### config.mk
export PLATFORM = sky130hd
export DESIGN_NAME = seg7_scan_disp
export DESIGN_NICKNAME = d
export VERILOG_FILES = /design/src/rtl/seg7_pkg.sv /design/src/rtl/seg7_hex_decode.sv /design/src/rtl/seg7_scan_disp.sv
export SDC_FILE = /design/constraint.sdc
export NUM_CORES = 1
export LEC_CHECK = 0
export BUFFER_PORTS_ARGS = -buffer_cell sky130_fd_sc_hd__buf_2
export CAP_MARGIN = 40
export CELL_PAD_IN_SITES_DETAIL_PLACEMENT = 0
export CELL_PAD_IN_SITES_GLOBAL_PLACEMENT = 1
export CORE_MARGIN = 1.5
export CORE_UTILIZATION = 52
export CTS_BUF_LIST = sky130_fd_sc_hd__clkbuf_8
export DETAILED_ROUTE_END_ITERATION = 8
export PLACE_DENSITY_LB_ADDON = 0.1
export SYNTH_ARGS = -nofsm -noshare
export SYNTH_HDL_FRONTEND = slang
export SYNTH_SLANG_ARGS = --single-unit
### constraint.sdc
create_clock -name clk -period 8.4 [get_ports clk]
set_input_delay 0.84 -clock clk [delete_from_list [all_inputs] [get_ports clk]]
set_output_delay 0.84 -clock clk [all_outputs]
set_load 0.05 [all_outputs]
### src/rtl/seg7_pkg.sv
// Shared constants for the multiplexed seven-segment display back-end.
// Font entries are active-high with segment a on bit 0.
package seg7_pkg;

  localparam int unsigned NUM_DIGITS = 8;

  localparam logic [7:0] ALL_OFF = 8'hFF;

  localparam logic [6:0] HEX_FONT [16] = '{
    7'h3F, 7'h06, 7'h5B, 7'h4F,
    7'h66, 7'h6D, 7'h7D, 7'h07,
    7'h7F, 7'h6F, 7'h77, 7'h7C,
    7'h39, 7'h5E, 7'h79, 7'h71
  };

endpackage

### src/rtl/seg7_hex_decode.sv
// Combinational hex nibble to active-low seven-segment pattern (a on bit 0, lowercase b/d).
module seg7_hex_decode
  import seg7_pkg::*;
(
  input  logic [3:0] i_nibble,
  output logic [6:0] o_seg_n
);

  assign o_seg_n = ~HEX_FONT[i_nibble];

endmodule

### src/rtl/seg7_scan_disp.sv
// Eight-digit multiplexed hex display driver: latches a 32-bit word and scans it out
// with per-digit decimal points, blanking, leading-zero suppression and blinking.
module seg7_scan_disp
  import seg7_pkg::*;
#(
  parameter int unsigned SCAN_DIV  = 17,
  parameter int unsigned BLINK_DIV = 25
) (
  input  logic        clk,
  input  logic        rstn,
  input  logic [31:0] data_in,
  input  logic        load,
  input  logic [7:0]  point_in,
  input  logic [7:0]  blank_in,
  input  logic        lz_en,
  input  logic        blink_en,
  output logic [7:0]  an,
  output logic [7:0]  seg
);

  localparam logic [SCAN_DIV-1:0]  PRESC_ONE = SCAN_DIV'(1);
  localparam logic [BLINK_DIV-1:0] BLINK_ONE = BLINK_DIV'(1);

  logic [31:0]          r_data;
  logic [7:0]           r_point;
  logic [7:0]           r_blank;
  logic [SCAN_DIV-1:0]  r_presc;
  logic [2:0]           r_idx;
  logic [BLINK_DIV-1:0] r_blink_cnt;
  logic                 r_phase;
  logic [7:0]           r_an;
  logic [7:0]           r_seg;

  logic       w_tick;
  logic [2:0] w_idx_nxt;
  logic [3:0] w_nibble;
  logic [6:0] w_seg_n;
  logic [2:0] w_top;
  logic       w_dark;
  logic [7:0] w_an_nxt;
  logic [7:0] w_seg_nxt;

  assign w_tick    = &r_presc;
  assign w_idx_nxt = r_idx + 3'd1;
  assign w_nibble  = r_data[{w_idx_nxt, 2'b00} +: 4];

  seg7_hex_decode u_hex_decode (
    .i_nibble (w_nibble),
    .o_seg_n  (w_seg_n)
  );

  // Highest nonzero nibble; stays 0 for an all-zero word so digit 0 always shows.
  always_comb begin
    w_top = 3'd0;
    for (int k = 0; k < NUM_DIGITS; k++) begin
      if (r_data[4*k +: 4] != 4'h0) begin
        w_top = 3'(k);
      end
    end
  end

  always_comb begin
    w_dark = r_blank[w_idx_nxt]
           | (lz_en && (w_idx_nxt > w_top))
           | (blink_en & r_phase);
    if (w_dark) begin
      w_an_nxt  = ALL_OFF;
      w_seg_nxt = ALL_OFF;
    end else begin
      w_an_nxt  = ~(8'b1 << w_idx_nxt);
      w_seg_nxt = {~r_point[w_idx_nxt], w_seg_n};
    end
  end

  always_ff @(posedge clk or negedge rstn) begin
    if (!rstn) begin
      r_data  <= 32'h0;
      r_point <= 8'h0;
      r_blank <= 8'h0;
    end else if (load) begin
      r_data  <= data_in;
      r_point <= point_in;
      r_blank <= blank_in;
    end
  end

  always_ff @(posedge clk or negedge rstn) begin
    if (!rstn) begin
      r_presc     <= '0;
      r_blink_cnt <= '0;
      r_phase     <= 1'b0;
    end else begin
      r_presc     <= r_presc + PRESC_ONE;
      r_blink_cnt <= r_blink_cnt + BLINK_ONE;
      if (&r_blink_cnt) begin
        r_phase <= ~r_phase;
      end
    end
  end

  // Outputs only move on a tick so a digit slot never glitches.
  always_ff @(posedge clk or negedge rstn) begin
    if (!rstn) begin
      r_idx <= 3'd0;
      r_an  <= ALL_OFF;
      r_seg <= ALL_OFF;
    end else if (w_tick) begin
      r_idx <= w_idx_nxt;
      r_an  <= w_an_nxt;
      r_seg <= w_seg_nxt;
    end
  end

  assign an  = r_an;
  assign seg = r_seg;

endmodule
==> impl_metrics.json, run 1 <==
{
  "status": "complete, no violations",
  "cts_tree": "yes",
  "wl_um": 9580,
  "post-cts-setup-buffers": 0,
  "fp.dieH_um": 103,
  "synth.distinct_cells": 43,
  "finalPower_mw": 1.00,
  "slew_headroom_pct": 44.7,
  "grt_antenna_before_repair": 2,
  "grt_max_degree": 65,
  "power.density_mw_per_mm2": 171,
  "avgRoutedWirePerCell_um": 15.6,
  "skew_ps": 14.2,
  "fin_crit_sh_pct": 46.0,
  "synth.net_count": 478,
  "synth-seq-cells": 110,
  "drc": 0,
  "coreArea_mm2": 0.00968,
  "cts_resized": 0,
  "yosysTopAreaCell": "dfrtp_1",
  "yosysTopAreaCellShare_pct": 45.6,
  "leakage_nw": 2.66,
  "numCtsBuffers": 9,
  "reg2reg_depth": 9,
  "rows": 36,
  "syn2layout_area_growth_pct": 13.7,
  "drt_iter0_markers": 59,
  "path_cells": "inv_2 > ha_1 > ha_1 > nor2b_1 > o21a_1 > o211ai_1 > o2111a_1 > o2111ai_1 > o211a_1",
  "netlist_area_mm2": 0.00516,
  "synth_edf_count": 0,
  "n_fill_cell": 809,
  "finalSetupViolCount": 0,
  "cts_buffer_depth": 2,
  "slew_violations": 0,
  "synthCells": 409,
  "hold_buffers": 0,
  "finalCriticalPeriod_ps": 3870,
  "tns_ps": 0,
  "htreeDepth": 3,
  "avgSynthCellArea_um2": 12.6,
  "clkSinkCount": 110,
  "dr.pass1.iters": 4,
  "maxCapViolations": 0,
  "criticalPathCategory": "flip-flop to flip-flop",
  "holdCritPathClass": "primary input to async pin",
  "r2r_start": "r_idx[0]",
  "synth.most_common_cell": "dfrtp_1",
  "ys_warn_count": 0,
  "worstPathMaxFanout": 18,
  "synth-seq-area-share_pct": 53.7,
  "rr_endpoint": "seg[3]",
  "worstSetupEndpointType": "flip-flop",
  "clkLatencyLatePin_ps": 380,
  "required_ps": 8700,
  "finalHoldViolations": 0,
  "cp-start-kind": "flip-flop",
  "io_pins": 69,
  "max-vdd-ir-drop_mv": 0.126,
  "nNetsFinal": 545,
  "drive_above_1_share_pct": 35.6,
  "grt_overflow": 0,
  "die_x_um": 103,
  "ant_nets": 0,
  "start_util_pct": 53.3,
  "place_hpwl_um": 6970,
  "gp_congestion": 0.754,
  "grt.total_usage_pct": 20.1,
  "ys_top_cells_by_area": "dfrtp_1 46%, mux2_2 11%, dfstp_2 8.1%",
  "avgViaCountPerCell": 5.28,
  "cp.arrival_ps": 4170,
  "critPathSlowestCell": "ha_1",
  "synthTopCellsByCount": "94 x dfrtp_1, 50 x mux2_2, 31 x nor2_1, 29 x xnor2_1, 28 x nand2_1",
  "dieArea_mm2": 0.0105,
  "rsz0062_at_grt": "false",
  "grt_pass1_vias": 3236,
  "timing.reg2reg.setup_slack_ps": 4530,
  "slowest_delay_ps": 890,
  "ys_async_sr_fraction_pct": 100,
  "max_freq_ghz": 0.259,
  "path_clk_slew_ps": 110,
  "tightest_slew_ps": 829,
  "cts-root-buf": "clkbuf_8",
  "grt_pass1_wl_um": 16000,
  "cpMostUsedCell": "ha_1",
  "portBuffers": 68,
  "vias": 3245,
  "synthFlopType": "dfrtp_1"
}
## cells by family after synthesis
| family | Yosys count | share of synthesized area (%) |
|---|---|---|
| DFF | 110 | 53.7 |
| adders and majority gates | 16 | 3.88 |
| AOI/OAI and AO/OA | 30 | 4.29 |
| xor gates and xnor gates | 43 | 7.44 |
| muxes | 76 | 18.4 |
| and+or+nand+nor | 106 | 9.67 |
| buffers and inverters | 28 | 2.57 |
## worst max-delay path, delay by kind of cell, from the launching register on
family	cells	cell delay (ps)
flip-flops	1	830
adder cells (fa/ha/maj)	2	1270
AO/OA/AOI/OAI	5	1330
AND/OR/NAND/NOR	1	140
buffers and inverters	1	200
## power by group
| group | switching (mW) | internal [mW] |
|---|---|---|
| registers | 0.0181 | 0.553 |
| logic | 0.0434 | 0.0510 |
| clock network | 0.187 | 0.151 |
## stage by stage
step                hold slack [ps]  instance area, um2  setup WS [ps]  util (%)  instances
floorplan                       434                5160           5360         -        409
global placement                450                5590           4630      57.8        596
detailed placement              456                5650           4520      58.3        598
CTS                             378                5870           4470      60.6        614
global route                    392                5870           4150      60.6        614
finish                          382                5870           4530      60.6        615
## layout by cell type (no fill, tap or decap), drive strengths merged, types with 3 or more instances in the layout
master,instances
nand2,28
dfstp,16
o211ai,3
inv,15
dfrtp,94
nand3,17
xnor2,30
buf,71
nor2,31
ha,16
mux2,53
mux4,8
and3,10
clkbuf,10
a31oi,11
a21oi,4
xor2,13
nor4,6
nand4,5
mux2i,15
## routing by layer
layer  wire, um  vias to the layer above  track usage, %
met4        104                        0            5.16
met3        545                       11            7.59
li1           -                     1567               -
met2       4760                       55            34.0
met1       4180                     1612            24.4
met5          0                        -               0
## cell type report
cell class	instances	area, um2	area share [%]
Sequential cell	110	2770	47.2
Multi-Input combinational cell	271	2260	38.4
Timing Repair Buffer	71	405	6.91
Tap cell	133	166	2.84
Clock buffer	10	138	2.35
Clock inverter	6	78.8	1.34
Inverter	13	48.8	0.832
Antenna cell	1	2.50	0.0426
## how the worst max path moves through the flow
stage	startpoint	slack [ps]	depth (start not counted)	endpoint
detailed placement	r_idx[0]	4520	9	seg[3]
global route	r_idx[0]	4150	9	seg[3]
global placement	r_idx[0]	4630	9	seg[3]
floorplan	r_idx[0]	5360	11	seg[2]
finish	r_idx[0]	4530	9	seg[3]
CTS	r_idx[0]	4470	9	seg[3]
## state kept, by name (all words and copies together) (netlist names)
| signal | count |
|---|---|
| r_phase | 1 |
| an | 8 |
| seg | 8 |
| r_idx | 3 |
| r_point | 8 |
| r_blink_cnt | 25 |
| r_presc | 17 |
| r_data | 32 |
| r_blank | 8 |
Note: power is estimated with default switching activity, not from simulation.
==> run 2: changes to the inputs <==
--- a/config.mk
+++ b/config.mk
@@ -10,7 +10,7 @@
 export CELL_PAD_IN_SITES_DETAIL_PLACEMENT = 0
 export CELL_PAD_IN_SITES_GLOBAL_PLACEMENT = 1
 export CORE_MARGIN = 1.5
-export CORE_UTILIZATION = 52
+export CORE_UTILIZATION = 48
 export CTS_BUF_LIST = sky130_fd_sc_hd__clkbuf_8
 export DETAILED_ROUTE_END_ITERATION = 8
 export PLACE_DENSITY_LB_ADDON = 0.1
==> constraint.sdc (replaced) <==
create_clock -name clk -period 3.75 [get_ports clk]
set_input_delay 0.375 -clock clk [delete_from_list [all_inputs] [get_ports clk]]
set_output_delay 0.375 -clock clk [all_outputs]
set_load 0.05 [all_outputs]
==> impl_metrics.json, run 2 (synthesis results as in run 1) <==
{
  "start_util_pct": 49.8,
  "grt_pass1_wl_um": 16600,
  "gr-usage-met3_pct": 4.26,
  "io_pins": 69,
  "critPathSlowestCell": "ha_1",
  "fp.dieH_um": 107,
  "grt_antenna_before_repair": 0,
  "layout_common_cells": "94 x dfrtp_1, 67 x buf_2, 50 x mux2_2",
  "htreeDepth": 3,
  "cp-startpoint": "r_idx[1]",
  "holdCritStartpoint": "blank_in[0]",
  "cts_resized": 0,
  "worst_slack_ps": 785,
  "rsz0062_at_grt": "false",
  "slew_headroom_pct": 54.1,
  "grt_pass1_vias": 3403,
  "grt_busiest_layer": "met2",
  "reg_top3": "r_data: 32 flops, r_blink_cnt: 25 flops, r_presc: 17 flops",
  "criticalPathCategory": "flip-flop to flip-flop",
  "gp_congestion": 0.787,
  "vias": 3285,
  "hold_path_depth": 2,
  "comb_power_share_pct": 9.8,
  "regMostFlops": "r_data",
  "drive_above_1_share_pct": 35.8,
  "drt_iter0_markers": 79,
  "switching_share_pct": 24.4,
  "avgViaCountPerCell": 5.28,
  "grt.total_usage_pct": 18.9,
  "skew_ps": 15.0,
  "dr.pass1.iters": 5,
  "r2r_start": "r_idx[1]",
  "dp_slack_ps": 800,
  "worstPathMaxFanout": 15,
  "leakage_nw": 2.68,
  "timing.reg2reg.setup_slack_ps": 790,
  "tns_ps": 0,
  "clkSinkCount": 110,
  "numCtsBuffers": 9,
  "portBuffers": 68,
  "place_hpwl_um": 7260,
  "min_to": "r_blank[0]",
  "wl_um": 9740,
  "n_fill_cell": 924,
  "worstSetupEndpointType": "flip-flop",
  "finalHoldViolations": 0,
  "slowest_delay_ps": 700,
  "coreArea_mm2": 0.0104,
  "finalSetupViolCount": 0,
  "cp.arrival_ps": 3260,
  "cp-start-kind": "flip-flop",
  "largest_reg_flops": 32,
  "path_clk_slew_ps": 100,
  "maxCapViolations": 0,
  "finalCriticalPeriod_ps": 2960,
  "reg2reg_depth": 8,
  "slew_violations": 0,
  "die_x_um": 107,
  "required_ps": 4050,
  "max_freq_ghz": 0.337,
  "power.switching_mw": 0.534,
  "power.density_mw_per_mm2": 371,
  "rows": 37,
  "tightest_slew_ps": 684,
  "internal_power_mw": 1.65,
  "grt_max_degree": 39,
  "cts_buffer_depth": 2,
  "avgRoutedWirePerCell_um": 15.7,
  "use_met2_pct": 31.3,
  "cts_tree": "yes",
  "pwr-share-seq_pct": 58.5,
  "syn2layout_area_growth_pct": 14.2,
  "drc": 0,
  "fin_crit_sh_pct": 79.1,
  "max-vdd-ir-drop_mv": 0.250,
  "ant_nets": 0,
  "cts-root-buf": "clkbuf_8",
  "holdCritPathClass": "primary input to flip-flop",
  "met1_usage_pct": 24.9,
  "dieArea_mm2": 0.0114,
  "rr_endpoint": "seg[2]",
  "clkPwrFrac_pct": 31.7,
  "final_common_cell": "dfrtp_1",
  "clkLatencyLatePin_ps": 370,
  "nNetsFinal": 550,
  "path_cells": "inv_1 > ha_1 > mux4_2 > mux2i_1 > ha_1 > inv_1 > or3_1 > a31oi_1",
  "n_antenna_cell": 0,
  "status": "complete, no violations",
  "finalPower_mw": 2.19,
  "grt_overflow": 0
}
run 2: layout make-up:
| type | count | area [um2] | share of cell area [%] |
|---|---|---|---|
| Sequential cell | 110 | 2770 | 47.1 |
| Tap cell | 136 | 170 | 2.89 |
| Multi-Input combinational cell | 271 | 2260 | 38.3 |
| Inverter | 13 | 48.8 | 0.828 |
| Clock inverter | 4 | 28.8 | 0.488 |
| Clock buffer | 12 | 165 | 2.80 |
| Timing Repair Buffer | 76 | 450 | 7.64 |
run 2: layer usage:
layer	part of all wire [%]	wire (um)	vias to the layer above
li1	-	-	1574
met1	46	4440	1638
met2	49	4770	58
met3	3.9	376	15
met4	1.6	151	0
met5	0	0	-
run 2: repair_timing:
item,in CTS,in global routing
setup endpoints to repair,0,0
hold endpoints to repair,34,0
buffers inserted,0,0
hold buffers,1,0
run 2: per-stage QoR:
| stage | cells | util [%] | cell area, um2 | hold slack (ps) |
|---|---|---|---|---|
| global route | 622 | 56.8 | 5890 | 202 |
| CTS | 622 | 56.8 | 5890 | 201 |
| floorplan | 409 | - | 5160 | 79.4 |
| global placement | 603 | 54.4 | 5640 | 447 |
| detailed placement | 605 | 54.9 | 5690 | 373 |
| finish | 622 | 56.8 | 5890 | 222 |
run 2: worst max-delay path by stage:
stage	end	slack (ps)	cells after the start
final	seg[2]	790	8
after global routing	seg[2]	580	8
after CTS	seg[2]	760	8
after detailed placement	seg[5]	800	11
after global placement	seg[2]	860	8
after floorplan	seg[2]	710	11
run 2: power by group through the flow:
stage          registers, mW  clock network, mW  logic, mW
6_report                1.28              0.692      0.214
3_3_place_gp            1.30                  0      0.207
3_5_place_dp            1.30                  0      0.217
5_1_grt                 1.29              0.765      0.238
4_1_cts                 1.28              0.726      0.219
2_1_floorplan           1.28                  0      0.140
run 2: worst max-delay path, delay by kind of cell (launching register included):
family,cells,cell delay [ps]
fa+ha+maj,2,960
buf+inv,2,130
flops,1,410
compound gates,1,160
mux,2,850
simple gates,1,350
==> run 3: changes to the inputs <==
--- a/config.mk
+++ b/config.mk
@@ -5,12 +5,13 @@
 export SDC_FILE = /design/constraint.sdc
 export NUM_CORES = 1
 export LEC_CHECK = 0
+export ABC_AREA = 1
 export BUFFER_PORTS_ARGS = -buffer_cell sky130_fd_sc_hd__buf_2
 export CAP_MARGIN = 40
 export CELL_PAD_IN_SITES_DETAIL_PLACEMENT = 0
 export CELL_PAD_IN_SITES_GLOBAL_PLACEMENT = 1
 export CORE_MARGIN = 1.5
-export CORE_UTILIZATION = 48
+export CORE_UTILIZATION = 41
 export CTS_BUF_LIST = sky130_fd_sc_hd__clkbuf_8
 export DETAILED_ROUTE_END_ITERATION = 8
 export PLACE_DENSITY_LB_ADDON = 0.1
==> constraint.sdc (replaced) <==
create_clock -name clk -period 2.7 [get_ports clk]
set_input_delay 0.27 -clock clk [delete_from_list [all_inputs] [get_ports clk]]
set_output_delay 0.27 -clock clk [all_outputs]
set_load 0.05 [all_outputs]
==> impl_metrics.json, run 3 <==
{
  "place_hpwl_um": 9000,
  "rsz0062_at_grt": "false",
  "synthCells": 600,
  "tns_ps": 0,
  "synth_edf_count": 0,
  "gp_congestion": 0.793,
  "syn2layout_area_growth_pct": 16.2,
  "grt_pass1_vias": 4292,
  "drive_above_1_share_pct": 22.4,
  "synth-seq-area-share_pct": 51.3,
  "skew_ps": 20.1,
  "max-vdd-ir-drop_mv": 0.405,
  "n_fill_cell": 1279,
  "yosysTopAreaCellShare_pct": 43.5,
  "holdCritPathClass": "primary input to flip-flop",
  "synth.net_count": 669,
  "path_clk_slew_ps": 110,
  "status": "complete, no violations",
  "max_freq_ghz": 0.418,
  "worstPathMaxFanout": 3,
  "cp.arrival_ps": 2730,
  "internal_power_mw": 2.38,
  "comb_power_share_pct": 9.1,
  "synthFlopType": "dfrtp_1",
  "synth_compound_area_share_pct": 6.75,
  "reg2reg_depth": 15,
  "ant_nets": 0,
  "clkLatencyLatePin_ps": 400,
  "required_ps": 3040,
  "synth.most_common_cell": "nand2_1",
  "muxShareOfSynthArea_pct": 4.16,
  "maxCapViolations": 0,
  "fp.dieH_um": 118,
  "n_antenna_cell": 0,
  "cts_tree": "yes",
  "avgRoutedWirePerCell_um": 14.4,
  "ys_top_cells_by_area": "dfrtp_1 43%, nand2_1 8.7%, dfstp_2 7.8%",
  "tightest_slew_ps": 570,
  "cts-root-buf": "clkbuf_8",
  "drt_iter0_markers": 273,
  "synth-seq-cells": 110,
  "synth.distinct_cells": 31,
  "ys_warn_count": 0,
  "final_common_cell": "nand2_1",
  "power.switching_mw": 0.793,
  "cp-start-kind": "flip-flop",
  "rows": 41,
  "die_x_um": 118,
  "hold_path_depth": 3,
  "synth-simple-area-share_pct": 20.7,
  "grt_max_degree": 51,
  "fin_crit_sh_pct": 88.6,
  "finalHoldViolations": 0,
  "ys_async_sr_fraction_pct": 100,
  "avgViaCountPerCell": 4.87,
  "synth_xor_xnor_area_share_pct": 6.92,
  "fin_area_mm2": 0.00629,
  "vias": 4150,
  "io_pins": 69,
  "regMostFlops": "r_data",
  "dp_slack_ps": 204,
  "grt_antenna_before_repair": 0,
  "largest_reg_flops": 32,
  "dp_cells": 835,
  "grt.total_usage_pct": 18.8,
  "yosysTopAreaCell": "dfrtp_1",
  "coreArea_mm2": 0.0127,
  "cts_buffer_depth": 2,
  "switching_share_pct": 25.0,
  "criticalPathCategory": "flip-flop to flip-flop",
  "numCtsBuffers": 9,
  "portBuffers": 68,
  "synthTopCellsByCount": "125 x nand2_1, 94 x dfrtp_1, 67 x inv_1, 49 x nand3_1, 44 x nor2_1",
  "netlist_area_mm2": 0.00541,
  "htreeDepth": 3,
  "finalPower_mw": 3.17,
  "placed_area_mm2": 0.00601,
  "worst_slack_ps": 309,
  "dr.pass1.iters": 4,
  "leakage_nw": 3.14,
  "slew_headroom_pct": 62.0,
  "finalSetupViolCount": 0,
  "synthAdderAreaFrac_pct": 3.70,
  "grt_overflow": 0,
  "reg_top3": "r_data: 32 flops, r_blink_cnt: 25 flops, r_presc: 17 flops",
  "slew_violations": 0,
  "nNetsFinal": 744,
  "start_util_pct": 42.5,
  "drc": 0,
  "post-cts-setup-buffers": 0,
  "worstSetupEndpointType": "flip-flop",
  "layout_common_cells": "125 x nand2_1, 94 x dfrtp_1, 68 x inv_1",
  "clkPwrFrac_pct": 35.5,
  "avgSynthCellArea_um2": 9.01,
  "finalCriticalPeriod_ps": 2390,
  "dieArea_mm2": 0.0139,
  "pwr-share-seq_pct": 55.4,
  "fin_cells": 852,
  "wl_um": 12200,
  "grt_pass1_wl_um": 20800,
  "power.density_mw_per_mm2": 505,
  "clkSinkCount": 110,
  "synth_top_family_by_area": "simple AND/OR/NAND/NOR gates"
}
## run 3: worst paths after layout
| path | startpoint | to | slack [ps] |
|---|---|---|---|
| max reg2reg | r_data[25] | seg[3] | 310 |
| min | data_in[24] | r_data[24] | 80 |
| max in group asynchronous | rstn | seg[6] | 1450 |
| max | r_data[25] | seg[3] | 310 |
| min in group asynchronous | rstn | r_data[0] | 400 |
| min reg2reg | r_presc[0] | r_presc[0] | 460 |
## run 3: layout make-up
type / instances / area, um2 / share of cell area (%)
flip-flops and latches: 110 / 2770 / 44.1
well taps: 172 / 215 / 3.42
inverters: 70 / 263 / 4.18
clock inverters: 6 / 87.6 / 1.39
repair buffers: 82 / 488 / 7.76
multi-input cells: 402 / 2320 / 37.0
clock buffers: 10 / 138 / 2.19
## run 3: metal layers
| metal | up-vias | routed length (um) | share of wire, % | global-route usage [%] |
|---|---|---|---|---|
| met1 | 1983 | 5660 | 46 | 23.4 |
| met3 | 10 | 496 | 4.1 | 5.23 |
| met2 | 62 | 5920 | 48 | 32.4 |
| met5 | - | 0 | 0 | 0 |
| li1 | 2095 | - | - | - |
| met4 | 0 | 159 | 1.3 | 4.80 |
## run 3: what timing repair did
action | 4_1_cts | 5_1_grt
endpoints found under the setup margin | 0 | 16
endpoints found under the hold margin | 38 | 0
hold buffers | 1 | 0
resized for setup | 0 | 8
## run 3: through the flow
step | util (%) | hold WS [ps]
after floorplan | - | -25.6
after global placement | 47.3 | 296
after detailed placement | 47.3 | 303
after CTS | 49.1 | 59.4
after global routing | 49.4 | 63.7
final | 49.4 | 79.8
## run 3: power groups by stage
stage / clock [mW] / combinational, mW / sequential (mW)
finish: 1.13 / 0.287 / 1.76
global route: 1.22 / 0.331 / 1.77
CTS: 1.16 / 0.292 / 1.75
detailed placement: 0 / 0.290 / 1.78
global placement: 0 / 0.286 / 1.78
floorplan: 0 / 0.164 / 1.77
## run 3: cells by family (layout without fill, tap and decap cells)
| logic type | after synthesis | in the layout |
|---|---|---|
| multiplexers | 20 | 20 |
| AO/OA/AOI/OAI | 69 | 69 |
| adder cells (fa/ha/maj) | 16 | 16 |
| flip-flops | 110 | 110 |
| XOR/XNOR | 41 | 41 |
| AND/OR/NAND/NOR | 256 | 256 |
| buffers and inverters | 88 | 168 |
## run 3: worst max-delay path: stages, from the launching register on
cell and delay [ps]:
dfrtp_1 400, nor4_1 370, buf_4 180, nand2_1 60, nor2_1 110, ha_1 260, nand2_1 70, nand2_1 40
nor2_1 100, nor2_1 50, a21oi_1 180, nand2_1 120, nor2_2 180, nand3_1 110, nand2_1 60, inv_1 40
